$ cat src/rtl/uart_pkg.sv
// Shared constants for the pet controller's serial command path:
// command codes, ASCII characters, FSM encodings and letter decoding.
package uart_pkg;

   localparam logic [2:0] CMD_NONE   = 3'd0;
   localparam logic [2:0] CMD_FEED   = 3'd1;
   localparam logic [2:0] CMD_PLAY   = 3'd2;
   localparam logic [2:0] CMD_CLEAN  = 3'd3;
   localparam logic [2:0] CMD_SLEEP  = 3'd4;
   localparam logic [2:0] CMD_WAKE   = 3'd5;
   localparam logic [2:0] CMD_STATUS = 3'd6;

   localparam logic [7:0] ASCII_CR = 8'h0D;
   localparam logic [7:0] ASCII_LF = 8'h0A;
   localparam logic [7:0] ASCII_SP = 8'h20;

   typedef enum logic [2:0] {
      R_IDLE  = 3'd0,
      R_START = 3'd1,
      R_DATA  = 3'd2,
      R_STOP  = 3'd3,
      R_BREAK = 3'd4
   } rx_state_t;

   typedef enum logic [1:0] {
      P_IDLE    = 2'd0,
      P_ARG     = 2'd1,
      P_END     = 2'd2,
      P_DISCARD = 2'd3
   } parse_state_t;

   // Maps a command letter (either case) or '?' to its code; CMD_NONE otherwise.
   function automatic logic [2:0] cmd_of(input logic [7:0] c);
      logic [2:0] code;
      case (c)
         "F", "f": code = CMD_FEED;
         "P", "p": code = CMD_PLAY;
         "C", "c": code = CMD_CLEAN;
         "S", "s": code = CMD_SLEEP;
         "W", "w": code = CMD_WAKE;
         "?":      code = CMD_STATUS;
         default:  code = CMD_NONE;
      endcase
      return code;
   endfunction

endpackage

$ cat src/rtl/uart_rx_core.sv
// 8N1 UART byte receiver: 2-FF synchroniser, mid-bit sampling FSM,
// framed-byte and framing-error strobes.
module uart_rx_core
   import uart_pkg::*;
#(
   parameter int DELAY_FRAMES = 234
) (
   input  logic       clk,
   input  logic       rst_n,
   input  logic       uart_rx,
   output logic       byte_valid,
   output logic [7:0] byte_data,
   output logic       frame_err,
   output logic [2:0] dbg_rx_state
);

   localparam int CW = $clog2(DELAY_FRAMES) + 1;
   localparam logic [CW-1:0] HALF_M1 = CW'(DELAY_FRAMES / 2 - 1);
   localparam logic [CW-1:0] FULL_M1 = CW'(DELAY_FRAMES - 1);

   rx_state_t     r_state;
   logic          r_sync1;
   logic          r_sync2;
   logic [CW-1:0] r_cnt;
   logic [2:0]    r_bit_idx;
   logic [7:0]    r_shift;
   logic          r_byte_valid;
   logic [7:0]    r_byte_data;
   logic          r_frame_err;

   always_ff @(posedge clk or negedge rst_n) begin
      if (!rst_n) begin
         r_state      <= R_IDLE;
         r_sync1      <= 1'b1;
         r_sync2      <= 1'b1;
         r_cnt        <= '0;
         r_bit_idx    <= '0;
         r_shift      <= '0;
         r_byte_valid <= 1'b0;
         r_byte_data  <= '0;
         r_frame_err  <= 1'b0;
      end else begin
         r_sync1      <= uart_rx;
         r_sync2      <= r_sync1;
         r_byte_valid <= 1'b0;
         r_frame_err  <= 1'b0;
         case (r_state)
            R_IDLE: begin
               if (!r_sync2) begin
                  r_state <= R_START;
                  r_cnt   <= '0;
               end
            end
            R_START: begin
               if (r_cnt == HALF_M1) begin
                  r_cnt     <= '0;
                  r_bit_idx <= '0;
                  // A line that is high again at mid start bit was only a glitch.
                  r_state   <= r_sync2 ? R_IDLE : R_DATA;
               end else begin
                  r_cnt <= r_cnt + CW'(1);
               end
            end
            R_DATA: begin
               if (r_cnt == FULL_M1) begin
                  r_cnt   <= '0;
                  r_shift <= {r_sync2, r_shift[7:1]};
                  if (r_bit_idx == 3'd7) r_state   <= R_STOP;
                  else                   r_bit_idx <= r_bit_idx + 3'd1;
               end else begin
                  r_cnt <= r_cnt + CW'(1);
               end
            end
            R_STOP: begin
               if (r_cnt == FULL_M1) begin
                  r_cnt <= '0;
                  if (r_sync2) begin
                     r_byte_valid <= 1'b1;
                     r_byte_data  <= r_shift;
                     r_state      <= R_IDLE;
                  end else begin
                     r_frame_err <= 1'b1;
                     r_state     <= R_BREAK;
                  end
               end else begin
                  r_cnt <= r_cnt + CW'(1);
               end
            end
            R_BREAK: begin
               if (r_sync2) r_state <= R_IDLE;
            end
            default: r_state <= R_IDLE;
         endcase
      end
   end

   assign byte_valid   = r_byte_valid;
   assign byte_data    = r_byte_data;
   assign frame_err    = r_frame_err;
   assign dbg_rx_state = r_state;

endmodule

$ cat src/rtl/uart_cmd_rx.sv
// Host command receiver: turns UART bytes into validated one-cycle
// command strobes for lines of the form <letter>[<digit>]<CR|LF>.
module uart_cmd_rx
   import uart_pkg::*;
#(
   parameter int DELAY_FRAMES = 234
) (
   input  logic       clk,
   input  logic       rst_n,
   input  logic       uart_rx,
   output logic       byte_valid,
   output logic [7:0] byte_data,
   output logic       frame_err,
   output logic       cmd_valid,
   output logic [2:0] cmd_code,
   output logic [3:0] cmd_arg,
   output logic       cmd_err,
   output logic [2:0] dbg_rx_state,
   output logic [1:0] dbg_parse_state
);

   logic       w_byte_valid;
   logic [7:0] w_byte_data;
   logic       w_frame_err;
   logic [2:0] w_code;
   logic       w_term;
   logic       w_digit;
   logic       w_space;

   uart_rx_core #(.DELAY_FRAMES(DELAY_FRAMES)) u_rx (
      .clk          (clk),
      .rst_n        (rst_n),
      .uart_rx      (uart_rx),
      .byte_valid   (w_byte_valid),
      .byte_data    (w_byte_data),
      .frame_err    (w_frame_err),
      .dbg_rx_state (dbg_rx_state)
   );

   assign w_code  = cmd_of(w_byte_data);
   assign w_term  = (w_byte_data == ASCII_CR) || (w_byte_data == ASCII_LF);
   assign w_digit = (w_byte_data >= 8'h30) && (w_byte_data <= 8'h39);
   assign w_space = (w_byte_data == ASCII_SP);

   parse_state_t r_pstate;
   logic [2:0]   r_code;
   logic [3:0]   r_arg;
   logic         r_cmd_valid;
   logic [2:0]   r_cmd_code;
   logic [3:0]   r_cmd_arg;
   logic         r_cmd_err;

   // r_code/r_arg track the line in progress; r_cmd_* only change on a completed command.
   always_ff @(posedge clk or negedge rst_n) begin
      if (!rst_n) begin
         r_pstate    <= P_IDLE;
         r_code      <= '0;
         r_arg       <= '0;
         r_cmd_valid <= 1'b0;
         r_cmd_code  <= '0;
         r_cmd_arg   <= '0;
         r_cmd_err   <= 1'b0;
      end else begin
         r_cmd_valid <= 1'b0;
         r_cmd_err   <= 1'b0;
         if (w_byte_valid && !w_space) begin
            case (r_pstate)
               P_IDLE: begin
                  if (w_code != CMD_NONE) begin
                     r_code   <= w_code;
                     r_arg    <= 4'd1;
                     r_pstate <= P_ARG;
                  end else if (!w_term) begin
                     r_cmd_err <= 1'b1;
                     r_pstate  <= P_DISCARD;
                  end
               end
               P_ARG: begin
                  if (w_digit) begin
                     r_arg    <= w_byte_data[3:0];
                     r_pstate <= P_END;
                  end else if (w_term) begin
                     r_cmd_valid <= 1'b1;
                     r_cmd_code  <= r_code;
                     r_cmd_arg   <= r_arg;
                     r_pstate    <= P_IDLE;
                  end else begin
                     r_cmd_err <= 1'b1;
                     r_pstate  <= P_DISCARD;
                  end
               end
               P_END: begin
                  if (w_term) begin
                     r_cmd_valid <= 1'b1;
                     r_cmd_code  <= r_code;
                     r_cmd_arg   <= r_arg;
                     r_pstate    <= P_IDLE;
                  end else begin
                     r_cmd_err <= 1'b1;
                     r_pstate  <= P_DISCARD;
                  end
               end
               P_DISCARD: begin
                  if (w_term) r_pstate <= P_IDLE;
               end
               default: r_pstate <= P_IDLE;
            endcase
         end else if (w_frame_err && (r_pstate == P_ARG || r_pstate == P_END)) begin
            r_cmd_err <= 1'b1;
            r_pstate  <= P_DISCARD;
         end
      end
   end

   assign byte_valid      = w_byte_valid;
   assign byte_data       = w_byte_data;
   assign frame_err       = w_frame_err;
   assign cmd_valid       = r_cmd_valid;
   assign cmd_code        = r_cmd_code;
   assign cmd_arg         = r_cmd_arg;
   assign cmd_err         = r_cmd_err;
   assign dbg_parse_state = r_pstate;

endmodule
$ cat config.mk
export PLATFORM = sky130hd
export DESIGN_NAME = uart_cmd_rx
export DESIGN_NICKNAME = d
export VERILOG_FILES = /design/src/rtl/uart_pkg.sv /design/src/rtl/uart_rx_core.sv /design/src/rtl/uart_cmd_rx.sv
export SDC_FILE = /design/constraint.sdc
export NUM_CORES = 1
export LEC_CHECK = 0
export CAP_MARGIN = 20
export CORE_MARGIN = 2
export CORE_UTILIZATION = 61
export DETAILED_ROUTE_END_ITERATION = 10
export GPL_ROUTABILITY_DRIVEN = 0
export GPL_TIMING_DRIVEN = 0
export MAX_ROUTING_LAYER = met4
export PLACE_DENSITY = 0.84
export SLEW_MARGIN = 20
export SYNTH_ARGS = -nofsm -noshare
export SYNTH_HDL_FRONTEND = slang
export SYNTH_SLANG_ARGS = --single-unit
$ cat constraint.sdc
create_clock -name clk -period 4 [get_ports clk]
set_input_delay 0.8 -clock clk [delete_from_list [all_inputs] [get_ports clk]]
set_output_delay 0.8 -clock clk [all_outputs]
set_load 0.02 [all_outputs]
; ---- After elaboration in Yosys (flattened, before gate mapping)
; Cells that the tools add are included.
[word_totals]
reg_bits = 53
in_bits = 3
word_cells = 136
[op_classes]
addsub = 2
order_cmp = 2
n_eq_ne = 36
mux = 51
n_reduce_logical = 29
[op_table]
columns = op, n
row1 = $eq A8 B7 Y1 const B, 10
row2 = $mux W3, 12
row3 = $mux W9, 3
row4 = $pmux W9 S3, 1
row5 = $pmux W3 S6, 1
row6 = $eq A8 B4 Y1 const B, 2
row7 = $eq A8 B6 Y1 const B, 2
row8 = $mux W2, 8
row9 = $mux W4, 4
row10 = $pmux W4 S2, 2
row11 = $pmux W3 S5, 1
row12 = $mux W1, 14
row13 = $pmux W3 S2, 2
row14 = $reduce_and A3 Y1, 4
row15 = $reduce_or A2 Y1, 6
row16 = $ne A2 B1 Y1 const B, 5
row17 = $ne A2 B2 Y1 const B, 5
row18 = $add A9 B1 Y9 const B, 1
row19 = $eq A9 B7 Y1 const B, 1
row20 = $eq A9 B8 Y1 const B, 1
row21 = $ge A8 B6 Y1 const B, 1
row22 = $le A8 B6 Y1 const B, 1
row23 = $pmux W2 S4, 1
row24 = $reduce_and A4 Y1, 2
row25 = other kinds (19), 30

; ---- Longest topological paths before layout
[depth]
word_depth = 7
depth_mapped = 8
mapped_depth_nobuf = 7

; ---- Modules after synthesis
; A second synthesis with hierarchy kept.
[hier_totals]
cells_unflattened = 239
hier_area_um2 = 2728.9
[modules_own_cells]
columns = module, n_inst, cells_each, area_each_um2, seq_area_each_um2
row1 = uart_rx_core, 1, 148, 1715.4, 878.3
row2 = uart_cmd_rx, 1, 91, 1013.5, 450.4

; ---- Least setup slack after synthesis
; No wires, ideal clock.
[synth_timing]
path_type = reg-to-reg
from = register u_rx.r_byte_data[3] (netlist: u_rx.byte_data[3])
to = register r_cmd_arg[1] (netlist: cmd_arg[1])
t_arrival_ns = 2.011
path_slack_ns = 1.864
stages_incl_launch_ff = 8
period_less_slack_ns = 2.136
cell_sequence = dfrtp_1 -> buf_4 -> or4b_1 -> a211oi_2 -> and2_1 -> nand2b_1 -> buf_6 -> mux2_4
[synth_between]
elab_chain_cells = 5
elab_cells_between_ends = 14
cone_classes = order compare: 2 / eq/ne: 4 / mux: 3 / reduce/logical: 5
[synth_rtl]
columns = item, line_no
row1 = start: declaration, uart_rx_core.sv:28  ; logic [7:0] r_byte_data;
row2 = start signal: assignment, uart_rx_core.sv:79  ; r_byte_data <= r_shift;
row3 = "parallel branches: the longest is 5 deep, another holds $ge A8 B6 Y1", -
row4 = end signal: assignment, uart_cmd_rx.sv:85  ; r_cmd_arg <= r_arg;
row5 = end signal: assignment, uart_cmd_rx.sv:96  ; r_cmd_arg <= r_arg;
row6 = end: declaration, uart_cmd_rx.sv:50  ; logic [3:0] r_cmd_arg;
; Parallel ways; which one is timed is not known. The select of a mux whose other input is x is not followed.
; A chain may end at the register's enable or synchronous reset.

; ---- Final worst setup path
[layout_timing]
from = register u_rx.r_byte_data[7] (netlist: u_rx.byte_data[7])
to = register r_cmd_code[2] (netlist: cmd_code[2])
[layout_between]
elab_chain_cells = 5
elab_cells_between_ends = 14
cone_classes = order compare: 2 / eq/ne: 4 / mux: 3 / reduce/logical: 5
[layout_rtl]
columns = item, line_no
row1 = "parallel branches: the longest is 5 deep, another holds $ge A8 B6 Y1", -
row2 = end signal: assignment, uart_cmd_rx.sv:84  ; r_cmd_code <= r_code;
row3 = end signal: assignment, uart_cmd_rx.sv:95  ; r_cmd_code <= r_code;
row4 = end: declaration, uart_cmd_rx.sv:49  ; logic [2:0] r_cmd_code;
; Parallel ways; which one is timed is not known. The select of a mux whose other input is x is not followed.

==> impl_metrics.toml <==
[status]
run_status = "finished clean"

[sta]
rsz0062_at_grt = "false"
tightest_slew_ns = 0.635
maxSlewViolCount = 0
fin_skew_ns = 0.00958
period_minus_slack_ns = 2.26
hold_ws_ns = 0.361
max_clock_freq_mhz = 443
relSlewSlack_pct = 57.7
post-route-period-util_pct = 56.4
final.setup.tns_ns = 0
final-setup-viol-count = 0
hold_violations = 0

[synth]
async_reset_ff_share_pct = 100
yosysWarnings = 0
synthFlopType = "dfrtp_1"
ys_seq_elements = 53
netlist_area_um2 = 2750
synth_edf_count = 0
synth_cells = 251
synth.distinct_cells = 53
syn_nets = 263
ys_seq_area_share_pct = 48.4
syn-mean-instance-area_um2 = 10.9

[setup_path]
required_ns = 4.20
critPathArrivalTime_ns = 2.46
worstReg2RegEnd = "cmd_code[2]"
cp_top_family = "simple AND/OR/NAND/NOR gates"
cp-start-kind = "flop"
cpMaxStageDelayCell = "or4b_1"
worst_r2r_path_depth = 6
r2r_slack_ns = 1.74
crit_buf_inv = 1
worstPathCellList = "or4b_1 -> a211oi_2 -> and2_1 -> nand2b_1 -> buf_6 -> mux2_4"
cp-startpoint = "u_rx.byte_data[7]"
cp_slowest_stage_delay_ns = 0.55
critPathKind = "reg2reg"
path_max_fanout = 8
r2r_start = "u_rx.byte_data[7]"
endpoint_kind = "flop"

[pwr]
total_power_uw = 866
power_density_nw_per_um2 = 274
p_leak_nw = 1.44
peakVddDrop_mv = 0.224

[floorplanning]
die_x_um = 71.1
core_um2 = 4350
io_pins = 27
die_h_um = 71.1
rows = 24
start_util_pct = 63.1
dieArea_um2 = 5060

[clock_tree]
numCtsBuffers = 5
numClockSinks = 53
insertion_delay_ns = 0.32
cts_resized = 0
htree_levels = 2
root_buffer = "clkbuf_8"
cts.clk_slew.worst_paths_ns = 0.10
clockBufferDepth = 2
holdBufCountCts = 0
cts_tree = "built"
post_cts_buffers = 0

[place]
postPlaceCellArea_um2 = 3070
place.port_buffers = 26
hpwlAfterDp_um = 3650

[routing]
drtAntennaViolNets = 0
remaining_drc_errors = 0
dr.pass1.iters = 4
num_vias = 2019
drt-initial-drc-count = 236
totalWireLength_um = 5200
via_per_inst = 5.99
wl_per_cell_um = 15.4

[global_route]
grt_max_degree = 54
grt_first_pass_wirelength_um = 8760
antenna_found_initial = 0
grt.total_usage_pct = 22.7
grt_pass1_vias = 1843
grt-ovfl-total = 0

[layout]
final_nets = 296
layout_common_cells = "dfrtp_1 (51), clkdlybuf4s50_1 (25), mux2_2 (20)"
final_core_util_pct = 72.7
n_antenna_cell = 0
multi_input_area_um2 = 1320
layout-drive-gt1-share_pct = 15.8
final_common_cell = "dfrtp_1"
syn2layout_area_growth_pct = 15.2
seqCellArea_um2 = 1330
stdcell_area_um2 = 3160
fill_cells = 318

[min_path]
hp-start = "u_rx.r_sync1"
whs_path_depth = 0
hold_path.class = "reg2reg"
min_to = "u_rx.r_sync2"

[flow_run]
max_cap_viol_count = 0
==> Yosys cell counts (all sizes together) (2+ instances only) <==
library cell,count,share of area [%]
dfstp,2,1.9
and3,9,2.0
o21a,2,0.55
inv,12,1.6
or4b,3,1.1
a32oi,2,0.64
nor4b,2,0.64
nand2,15,2.0
a21o,2,0.55
nor3b,3,0.82
buf,3,0.82
nor2b,5,1.1
clkbuf,9,1.2
o31ai,3,0.82
a21oi,7,1.3
or4,2,0.55
nor3,3,0.55
mux2,26,11
ha,9,4.1
o21ai,19,3.5
a22o,11,3.5
nor2,14,1.9
nand2b,2,0.46
nand3b,2,0.55
and2,3,0.68
nand3,5,0.91
dfrtp,51,46
o211ai,4,1.1
and4,2,0.64
or3b,2,0.64
==> how the worst max path moves through the flow <==
stage,to,cells after the start
2_1_floorplan,cmd_arg[1],7
6_report,cmd_code[2],6
4_1_cts,byte_data[7],1
3_5_place_dp,cmd_code[2],6
3_3_place_gp,u_rx.dbg_rx_state[1],1
5_1_grt,r_arg[3],6
==> state kept, by name (all words and copies together) (netlist names) <==
signal and flops:
u_rx.dbg_rx_state 3, cmd_code 3, dbg_parse_state 2, u_rx.r_bit_idx 3, cmd_valid 1, r_arg 4, u_rx.r_shift 8, u_rx.byte_valid 1
cmd_arg 4, u_rx.byte_data 8, u_rx.r_sync2 1, cmd_err 1, u_rx.frame_err 1, r_code 3, u_rx.r_sync1 1, u_rx.r_cnt 9
==> power by group <==
| part | switching [mW] | internal [mW] |
|---|---|---|
| Clock | 0.188 | 0.128 |
| Combinational | 0.0110 | 0.00200 |
| Sequential | 0.000208 | 0.537 |
==> cell type report <==
| cell class | count | area share (%) |
|---|---|---|
| clock inverters | 3 | 0.830 |
| repair buffers | 26 | 8.15 |
| flip-flops and latches | 53 | 42.0 |
| clock buffers | 5 | 2.17 |
| multi-input cells | 174 | 41.6 |
| plain buffers | 12 | 1.78 |
| inverters | 12 | 1.42 |
| well taps | 52 | 2.06 |
==> metrics by stage <==
stage          worst slack, ns  instances
5_1_grt                   1.64        337
3_3_place_gp             0.616        329
4_1_cts                   1.75        337
3_5_place_dp              1.81        329
6_report                  1.74        337
2_1_floorplan             1.86        251
==> routing by layer <==
metal | global-route usage (%) | vias up | wire length [um]
met5 | - | - | 0
met4 | 8.18 | 0 | 70
met3 | 4.42 | 7 | 244
met2 | 33.1 | 62 | 2370
met1 | 31.8 | 968 | 2520
li1 | - | 982 | -
==> kinds of logic (layout without fill, tap and decap cells) <==
kind of cell | Yosys count | after routing | synth area share [%]
compound gates | 60 | 60 | 15.1
xor+xnor | 1 | 1 | 0.319
fa+ha+maj | 9 | 9 | 4.10
buf+inv | 24 | 58 | 3.69
flops | 53 | 53 | 48.4
mux | 27 | 27 | 11.8
simple gates | 77 | 77 | 16.5
No activity file was read; power rests on OpenSTA's default activity.
